$ cat src/rtl/acc_sched_pkg.sv
// Shared definitions for the accumulator-sharing scheduler.
//   - sched_state_e : scheduler FSM states
//   - DEF_DATA_W    : default beat/total width
//   - DEF_MAX_BEATS : default per-transaction beat limit
//   - id_width()    : requester ID width for a given requester count
package acc_sched_pkg;

    localparam int unsigned DEF_DATA_W    = 32;
    localparam int unsigned DEF_MAX_BEATS = 256;

    typedef enum logic [2:0] {
        StIdle,
        StClear,
        StAccum,
        StSettle,
        StRespond
    } sched_state_e;

    // Never returns 0 so a single-entry range still gets a 1-bit field.
    function automatic int unsigned id_width(input int unsigned n);
        return (n > 1) ? $clog2(n) : 1;
    endfunction

endpackage

$ cat src/rtl/rr_pick.sv
// Combinational round-robin first-one search.
//   req   : request vector, one bit per requester
//   ptr   : highest-priority index for this search
//   grant : first set bit of req at or above ptr, wrapping to index 0
//   any   : at least one request bit is set
module rr_pick #(
    parameter int unsigned N_REQ = 4,
    parameter int unsigned ID_W  = 2
) (
    input  logic [N_REQ-1:0] req,
    input  logic [ID_W-1:0]  ptr,
    output logic [ID_W-1:0]  grant,
    output logic             any
);

    logic            any_hi;
    logic [ID_W-1:0] grant_hi;
    logic [ID_W-1:0] grant_all;

    // Two searches: bits at or above ptr first, then the whole vector for
    // the wrap case. Descending loops leave the lowest matching index last.
    always_comb begin
        any_hi    = 1'b0;
        any       = 1'b0;
        grant_hi  = '0;
        grant_all = '0;
        for (int i = int'(N_REQ) - 1; i >= 0; i--) begin
            if (req[i]) begin
                any       = 1'b1;
                grant_all = ID_W'(i);
                if (i >= int'(ptr)) begin
                    any_hi   = 1'b1;
                    grant_hi = ID_W'(i);
                end
            end
        end
        grant = any_hi ? grant_hi : grant_all;
    end

endmodule

$ cat src/rtl/acc_share_scheduler.sv
// Shares one accumulator datapath between N_REQ requesters, one whole
// transaction at a time, granted round-robin.
//   i_CLK, i_RESET_N         : clock, async active-low reset
//   i_REQ/i_DATA/i_LAST      : per-requester beat valid, data, last marker
//   o_READY                  : per-requester beat accept
//   o_ACC_ENABLE/o_ACC_DATA  : beat into the accumulator (zero latency)
//   o_ACC_CLEAR              : one-cycle synchronous clear of the accumulator
//   i_ACC_TOTAL              : registered accumulator total
//   o_RESULT_*               : captured total, owner, truncation flag, valid
//   i_RESULT_READY           : result consumer handshake
//   o_BUSY                   : scheduler not idle
module acc_share_scheduler
    import acc_sched_pkg::*;
#(
    parameter int unsigned N_REQ     = 4,
    parameter int unsigned DATA_W    = DEF_DATA_W,
    parameter int unsigned MAX_BEATS = DEF_MAX_BEATS,
    parameter int unsigned ID_W      = id_width(N_REQ)
) (
    input  logic                    i_CLK,
    input  logic                    i_RESET_N,
    input  logic [N_REQ-1:0]        i_REQ,
    input  logic [N_REQ*DATA_W-1:0] i_DATA,
    input  logic [N_REQ-1:0]        i_LAST,
    output logic [N_REQ-1:0]        o_READY,
    output logic                    o_ACC_ENABLE,
    output logic [DATA_W-1:0]       o_ACC_DATA,
    output logic                    o_ACC_CLEAR,
    input  logic [DATA_W-1:0]       i_ACC_TOTAL,
    output logic                    o_RESULT_VALID,
    output logic [DATA_W-1:0]       o_RESULT,
    output logic [ID_W-1:0]         o_RESULT_ID,
    output logic                    o_RESULT_TRUNC,
    input  logic                    i_RESULT_READY,
    output logic                    o_BUSY
);

    localparam int unsigned CNT_W = id_width(MAX_BEATS);

    sched_state_e      state_q, state_d;
    logic [ID_W-1:0]   grant_q, grant_d;
    logic [ID_W-1:0]   ptr_q, ptr_d;
    logic [CNT_W-1:0]  cnt_q, cnt_d;
    logic              trunc_q, trunc_d;
    logic [DATA_W-1:0] result_q, result_d;
    logic [ID_W-1:0]   result_id_q, result_id_d;
    logic              result_trunc_q, result_trunc_d;
    logic              result_valid_q, result_valid_d;

    logic [ID_W-1:0]   pick_idx;
    logic              pick_any;
    logic [DATA_W-1:0] data_arr [N_REQ];
    logic              sel_req;
    logic              sel_last;
    logic [DATA_W-1:0] sel_data;

    always_comb begin
        for (int k = 0; k < int'(N_REQ); k++) begin
            data_arr[k] = i_DATA[k*DATA_W +: DATA_W];
        end
    end

    assign sel_req  = i_REQ[grant_q];
    assign sel_last = i_LAST[grant_q];
    assign sel_data = data_arr[grant_q];

    rr_pick #(
        .N_REQ (N_REQ),
        .ID_W  (ID_W)
    ) u_rr_pick (
        .req   (i_REQ),
        .ptr   (ptr_q),
        .grant (pick_idx),
        .any   (pick_any)
    );

    always_comb begin
        state_d        = state_q;
        grant_d        = grant_q;
        ptr_d          = ptr_q;
        cnt_d          = cnt_q;
        trunc_d        = trunc_q;
        result_d       = result_q;
        result_id_d    = result_id_q;
        result_trunc_d = result_trunc_q;
        result_valid_d = result_valid_q;
        o_READY        = '0;
        o_ACC_ENABLE   = 1'b0;
        o_ACC_DATA     = '0;
        o_ACC_CLEAR    = 1'b0;

        unique case (state_q)
            StIdle: begin
                if (pick_any) begin
                    grant_d = pick_idx;
                    state_d = StClear;
                end
            end
            StClear: begin
                o_ACC_CLEAR = 1'b1;
                cnt_d       = '0;
                state_d     = StAccum;
            end
            StAccum: begin
                o_READY[grant_q] = 1'b1;
                if (sel_req) begin
                    o_ACC_ENABLE = 1'b1;
                    o_ACC_DATA   = sel_data;
                    cnt_d        = cnt_q + CNT_W'(1);
                    // i_LAST wins over the limit when both hit on one beat.
                    if (sel_last || (cnt_q == CNT_W'(MAX_BEATS - 1))) begin
                        trunc_d = ~sel_last;
                        state_d = StSettle;
                    end
                end
            end
            StSettle: begin
                // The last beat is now in i_ACC_TOTAL.
                result_d       = i_ACC_TOTAL;
                result_id_d    = grant_q;
                result_trunc_d = trunc_q;
                result_valid_d = 1'b1;
                state_d        = StRespond;
            end
            StRespond: begin
                if (i_RESULT_READY) begin
                    result_valid_d = 1'b0;
                    ptr_d   = (grant_q == ID_W'(N_REQ - 1)) ? '0 : grant_q + ID_W'(1);
                    state_d = StIdle;
                end
            end
            default: state_d = StIdle;
        endcase
    end

    always_ff @(posedge i_CLK or negedge i_RESET_N) begin
        if (!i_RESET_N) begin
            state_q        <= StIdle;
            grant_q        <= '0;
            ptr_q          <= '0;
            cnt_q          <= '0;
            trunc_q        <= 1'b0;
            result_q       <= '0;
            result_id_q    <= '0;
            result_trunc_q <= 1'b0;
            result_valid_q <= 1'b0;
        end else begin
            state_q        <= state_d;
            grant_q        <= grant_d;
            ptr_q          <= ptr_d;
            cnt_q          <= cnt_d;
            trunc_q        <= trunc_d;
            result_q       <= result_d;
            result_id_q    <= result_id_d;
            result_trunc_q <= result_trunc_d;
            result_valid_q <= result_valid_d;
        end
    end

    assign o_RESULT_VALID = result_valid_q;
    assign o_RESULT       = result_q;
    assign o_RESULT_ID    = result_id_q;
    assign o_RESULT_TRUNC = result_trunc_q;
    assign o_BUSY         = (state_q != StIdle);

endmodule

$ cat config.mk
export PLATFORM = sky130hd
export DESIGN_NAME = acc_share_scheduler
export DESIGN_NICKNAME = d
export VERILOG_FILES = /design/src/rtl/acc_sched_pkg.sv /design/src/rtl/rr_pick.sv /design/src/rtl/acc_share_scheduler.sv
export SDC_FILE = /design/constraint.sdc
export NUM_CORES = 1
export LEC_CHECK = 0
export BUFFER_PORTS_ARGS = -buffer_cell sky130_fd_sc_hd__buf_2
export CAP_MARGIN = 10
export CORE_AREA = 2 2 94 96
export DETAILED_ROUTE_END_ITERATION = 8
export DIE_AREA = 0 0 96 98
export GPL_TIMING_DRIVEN = 0
export PLACE_DENSITY_LB_ADDON = 0.3
export RECOVER_POWER = 50
export SETUP_SLACK_MARGIN = 0.15
export SLEW_MARGIN = 0
export SYNTH_ARGS = -nofsm -noshare
export SYNTH_HDL_FRONTEND = slang
export SYNTH_SLANG_ARGS = --single-unit
$ cat constraint.sdc
create_clock -name i_CLK -period 5.6 [get_ports i_CLK]
set_input_delay 0.84 -clock i_CLK [delete_from_list [all_inputs] [get_ports i_CLK]]
set_output_delay 0.84 -clock i_CLK [all_outputs]
set_load 0.01 [all_outputs]
## Yosys cells after proc, flatten, opt, wreduce, memory -nomap -nowiden

Cells that the tools add are included.

| word-level totals | value |
|---|---|
| flip-flop bits (word level) | 52 |
| bits of input ports | 171 |
| output and inout port bits | 75 |
| word-level logic and storage cells | 87 |

| cells by class | value |
|---|---|
| add/sub/neg operators | 2 |
| order comparisons | 6 |
| equal/unequal tests | 10 |
| multiplexer cells | 46 |
| bitwise gates (word level) | 2 |
| reduce and logical (&&, ||, !) cells | 12 |

Operator list:

| operator | number |
|---|---|
| two-way mux 32 bit | 4 |
| binary-select mux 32 bit (select 2 bit) | 1 |
| two-way mux 2 bit | 12 |
| two-way mux 1 bit | 17 |
| case mux 8 bit (2 select lines) | 1 |
| case mux 3 bit (5 select lines) | 1 |
| two-way mux 3 bit | 4 |
| adder 8 x 1 -> 8 bit, second input constant | 1 |
| equality test 8 bit, second input constant | 1 |
| two-way mux 8 bit | 1 |
| != test 2 bit, second input constant | 4 |
| AND reduction 2 bit | 4 |
| equality test 3 x 2 -> 1 bit, second input constant | 2 |
| binary-select mux 1 bit (select 2 bit) | 2 |
| >= comparator 1 x 2 -> 1 bit, first input constant | 2 |
| two-way mux 4 bit | 1 |
| AND reduction 4 bit | 1 |
| nonzero test 2 bit | 2 |
| equality test 3 x 1 -> 1 bit, second input constant | 1 |
| equality test 3 bit, second input constant | 1 |
| >= comparator 3 bit, second input constant | 1 |
| zero test 3 bit | 1 |
| < comparator 2 x 3 -> 1 bit, second input constant | 1 |
| NOT 2 -> 3 bit | 1 |
| 11 further kinds | 11 |

## Longest topological paths before layout

| logic depth | value |
|---|---|
| word-level depth | 8 |
| depth in mapped cells | 5 |
| mapped depth without buffers | 4 |

## Cells and area by module

A second synthesis with hierarchy kept.

| second synthesis, totals | value |
|---|---|
| cells, all modules | 260 |
| area, all modules | 3343.2 µm² |

Modules (own cells, without submodules):

| module | instances | cells each | area an instance (µm²) | seq. area each (µm²) |
|---|---|---|---|---|
| acc_share_scheduler | 1 | 249 | 3271.9 | 1301.2 |
| rr_pick | 1 | 11 | 71.3 | 0.0 |

## Least setup slack after synthesis

OpenSTA, ideal clock, no wires.

| path | value |
|---|---|
| kind | input port to output port |
| from | input port i_REQ[3] |
| to | output port o_ACC_DATA[10] |
| arrival time | 1.750 ns |
| required time | 4.760 ns |
| path slack | 3.010 ns |
| stages | 3 |
| buffers on the path | 1 |
| cell sequence | mux4_2 > clkbuf_1 > and3_1 |

| between the ends | value |
|---|---|
| longest elaborated chain between the ends | 4 |

RTL lines:

| item | line | text |
|---|---|---|
| from (decl) | acc_share_scheduler.sv:22 | `input logic [N_REQ-1:0] i_REQ,` |
| binary-select mux 1 bit (select 2 bit) | acc_share_scheduler.sv:63 | `assign sel_req = i_REQ[grant_q];` |
| two-way mux 1 bit (not written as such) | acc_share_scheduler.sv:63 |  |
| two-way mux 32 bit | acc_share_scheduler.sv:106 | `if (sel_req) begin` |
| two-way mux 32 bit | acc_share_scheduler.sv:92 | `unique case (state_q)` |
| to (decl) | acc_share_scheduler.sv:27 | `output logic [DATA_W-1:0] o_ACC_DATA,` |

Every way passes these cells. The select of a mux whose other input is x is not followed.

## Worst setup path in the final report

| path | value |
|---|---|
| from | register grant_q[0] |
| to | output port o_ACC_DATA[15] |

| between the ends | value |
|---|---|
| longest elaborated chain between the ends | 6 |
| elaborated cells on any way between the ends | 8 |
| those cells by class | 7 x mux; 1 x bitwise |

RTL lines:

| item | line | text |
|---|---|---|
| from (decl) | acc_share_scheduler.sv:41 | `logic [ID_W-1:0] grant_q, grant_d;` |
| from (signal assigned) | acc_share_scheduler.sv:149 | `grant_q <= grant_d;` |
| NOT 2 -> 3 bit (not written as such) | acc_share_scheduler.sv:65 | `assign sel_data = data_arr[grant_q];` |
| binary-select mux 32 bit (select 2 bit) | acc_share_scheduler.sv:65 |  |
| two-way mux 32 bit (not written as such) (2 in a row) | acc_share_scheduler.sv:65 |  |
| two-way mux 32 bit * | acc_share_scheduler.sv:106 |  |
| two-way mux 32 bit * | acc_share_scheduler.sv:92 |  |

Mark *: on every way between the ends. The rest lies on a longest branch, timed or not. The select of a mux whose other input is x is not followed.

==> results_dict.tcl <==
set metrics [dict create \
    max_freq_mhz 314.1 \
    ant_nets 0 \
    cts_tree "done" \
    syn_inst 258 \
    synth_top_area_share_pct 39.30 \
    clkTransAtPathRegs_ns 0.09 \
    dr.pass1.iters 4 \
    min_period_over_period_pct 56.85 \
    synth_cell_type_count 35 \
    rows 34 \
    failed_checks "capacitance limit, slew limit" \
    syn2layout_area_growth_pct 43.76 \
    synth_xor_area_share_pct 0 \
    worstHoldPathType "register to register" \
    gp_congestion 0.8708 \
    pin_count 246 \
    synth.largest_area_cell "dfrtp_1" \
    rsz0062_at_grt "false" \
    clockRootBuffer "clkbuf_8" \
    setup_viol 0 \
    leakagePower_uw 0.002548 \
    slew_headroom_pct -1.649 \
    ys_seq_area_share_pct 39.30 \
    cp.arrival_ns 2.34 \
    whs_path_depth 2 \
    grt_antenna_before_repair 2 \
    ys_seq_elements 52 \
    final_common_cell "buf_2" \
    timing.rr.start "grant_q[0]" \
    first_global_vias 3153 \
    dieArea_um2 9408 \
    startpoint_type "register" \
    coreArea_um2 8466 \
    critPathMaxFanout 10 \
    wl_per_cell_um 16.29 \
    tightest_slew_ns 1.525 \
    synthSimpleGateAreaFrac_pct 14.17 \
    worstHoldEndpoint "o_RESULT_ID[0]" \
    clock_skew_ns 0.003375 \
    status "complete, but fails checks" \
    grt_start_max_net_pins 53 \
    critical_path_class "register to primary output" \
    cp.required_ns 4.76 \
    ctsHoldBuffers 0 \
    drt_wl_total_um 10120 \
    drt_iter0_markers 139 \
    reg2reg_depth 5 \
    synth-compound-area-share_pct 3.704 \
    synth.area.mux_share_pct 36.85 \
    grt_pass1_wl_um 15400 \
    irDropWorstVdd_mv 0.1651 \
    layout-drive-gt1-share_pct 64.45 \
    vias 3219 \
    finalSetupTns_ns 0 \
    initial_core_util_pct 39.11 \
    fin_cells 621 \
    finalNetCount 687 \
    portBuffers 245 \
    drc_errors 0 \
    die_width_um 96 \
    finalHoldViolCount 0 \
    dp.cells 611 \
    maxSlewViolCount 31 \
    avgSynthCellArea_um2 12.83 \
    crit_path_top_delay_cell "mux4_2" \
    ys_warn_count 0 \
    slowest_delay_ns 0.59 \
    min_from "o_RESULT_ID[0]" \
    synth_area_um2 3311 \
    clockBufferDepth 2 \
    viasPerCell 5.184 \
    rr_endpoint "ptr_q[1]" \
    syn-num-nets 434 \
    clock_sinks 52 \
    p_per_area_nw_per_um2 429.4 \
    netlist_top_cells_area "dfrtp_1 (39%), mux4_2 (23%), mux2_2 (12%)" \
    mostFrequentLayoutCells "buf_2 (248), dfrtp_1 (52), and3_1 (35), mux2_2 (35), mux4_2 (34)" \
    grt.overflow.total 0 \
    critPathLaunch "grant_q[0]" \
    synthAdderAreaFrac_pct 1.890 \
    end_kind "primary output" \
    r2r_slack_ns 3.61 \
    die_y_um 98 \
    post_cts_resized 0 \
    min_period_ns 3.184 \
    cap_violations 1 \
    insertion_delay_ns 0.30 \
    track_usage_pct 21.05 \
    cts_setup_buffers 0 \
    cts_made_buffers 5 \
    dp_hpwl_um 8546 \
    synth_top_family_by_area "multiplexers" \
    cts.htree.levels 2 \
    cp_cell_sequence "buf_6 -> clkbuf_1 -> mux4_2 -> and3_1 -> buf_2" \
]
layout make-up:
| class | count | area (um^2) |
|---|---|---|
| Timing Repair Buffer | 246 | 1229 |
| Buffer | 22 | 102.6 |
| Inverter | 7 | 26.28 |
| Sequential cell | 52 | 1301 |
| Fill cell | 782 | 3706 |
| Tap cell | 108 | 135.1 |
| Clock inverter | 2 | 16.27 |
| Multi-Input combinational cell | 177 | 1874 |
| Antenna cell | 1 | 2.502 |
| Clock buffer | 6 | 72.57 |
Yosys cell counts:
cell and count:
and4_1 3, mux2_2 35, o21ai_0 8, nor4_1 1, mux4_2 34, dfrtp_1 52, or2_1 1, nor2b_1 1
a41oi_1 1, nand2_1 10, buf_6 2, nor2_1 2, nor3b_1 2, buf_1 2, and2_1 6, inv_1 7
ha_1 5, nand3b_1 1, nand3_1 2, clkbuf_1 9, a31o_1 1, o2bb2ai_1 1, and3_2 1, or3_4 1
o32ai_1 1, nand2b_1 5, a21oi_1 5, o21ai_1 1, a31o_2 1, buf_2 9, o41ai_1 1, nand4_1 5
mux2i_1 6, and3_1 35, or3b_2 1
layer usage:
metal	part of all wire (%)	track usage, %	vias up
met5	0	0	-
met4	2.2	6.923	0
met3	9.3	5.478	19
met2	52	36.91	166
met1	36	24.65	1534
li1	-	-	1500
cells by family (layout without fill, tap and decap cells):
kind of cell,count (synthesis),count (layout)
AND/OR/NAND/NOR,77,77
AO/OA/AOI/OAI,20,20
adder cells (fa/ha/maj),5,5
flip-flops,52,52
buffers and inverters,29,283
multiplexers,75,75
other,0,1
power by group:
part           switching, uW  leakage (uW)  internal (uW)  total, uW
Combinational            584       0.00187            623       1210
Sequential              91.1      0.000635            536        627
Clock                    121     0.0000414           89.1        210
worst max path at each step:
| stage | endpoint | slack (ns) |
|---|---|---|
| CTS | o_ACC_DATA[16] | 2.59 |
| global route | o_ACC_DATA[16] | 2.19 |
| finish | o_ACC_DATA[15] | 2.42 |
| floorplan | o_ACC_DATA[10] | 3.01 |
| detailed placement | o_ACC_DATA[16] | 2.59 |
| global placement | o_ACC_DATA[16] | 2.60 |
critical path: cells and delay by family, from the launching register on:
kind / cells / cell delay [ns]
muxes: 1 / 0.59
DFF: 1 / 0.40
and+or+nand+nor: 1 / 0.19
buffers and inverters: 3 / 0.87
through the flow:
stage	worst slack [ns]	total power [uW]	instance area, um^2	util, %	hold WS, ns
6_report	2.416	2044	4760	56.22	0.5029
5_1_grt	2.186	2223	4760	56.22	0.5244
4_1_cts	2.589	2075	4761	56.24	0.5109
2_1_floorplan	3.010	1437	3311	-	0.4816
3_3_place_gp	2.596	1825	4672	55.19	0.4642
3_5_place_dp	2.587	1863	4672	55.19	0.4865
state kept, by name, indices dropped and copies added (netlist names):
name            cells
grant_q             2
ptr_q               2
trunc_q             1
state_q             3
o_RESULT_VALID      1
o_RESULT_ID         2
cnt_q               8
o_RESULT           32
o_RESULT_TRUNC      1
Power figures use the tool's default switching activity.
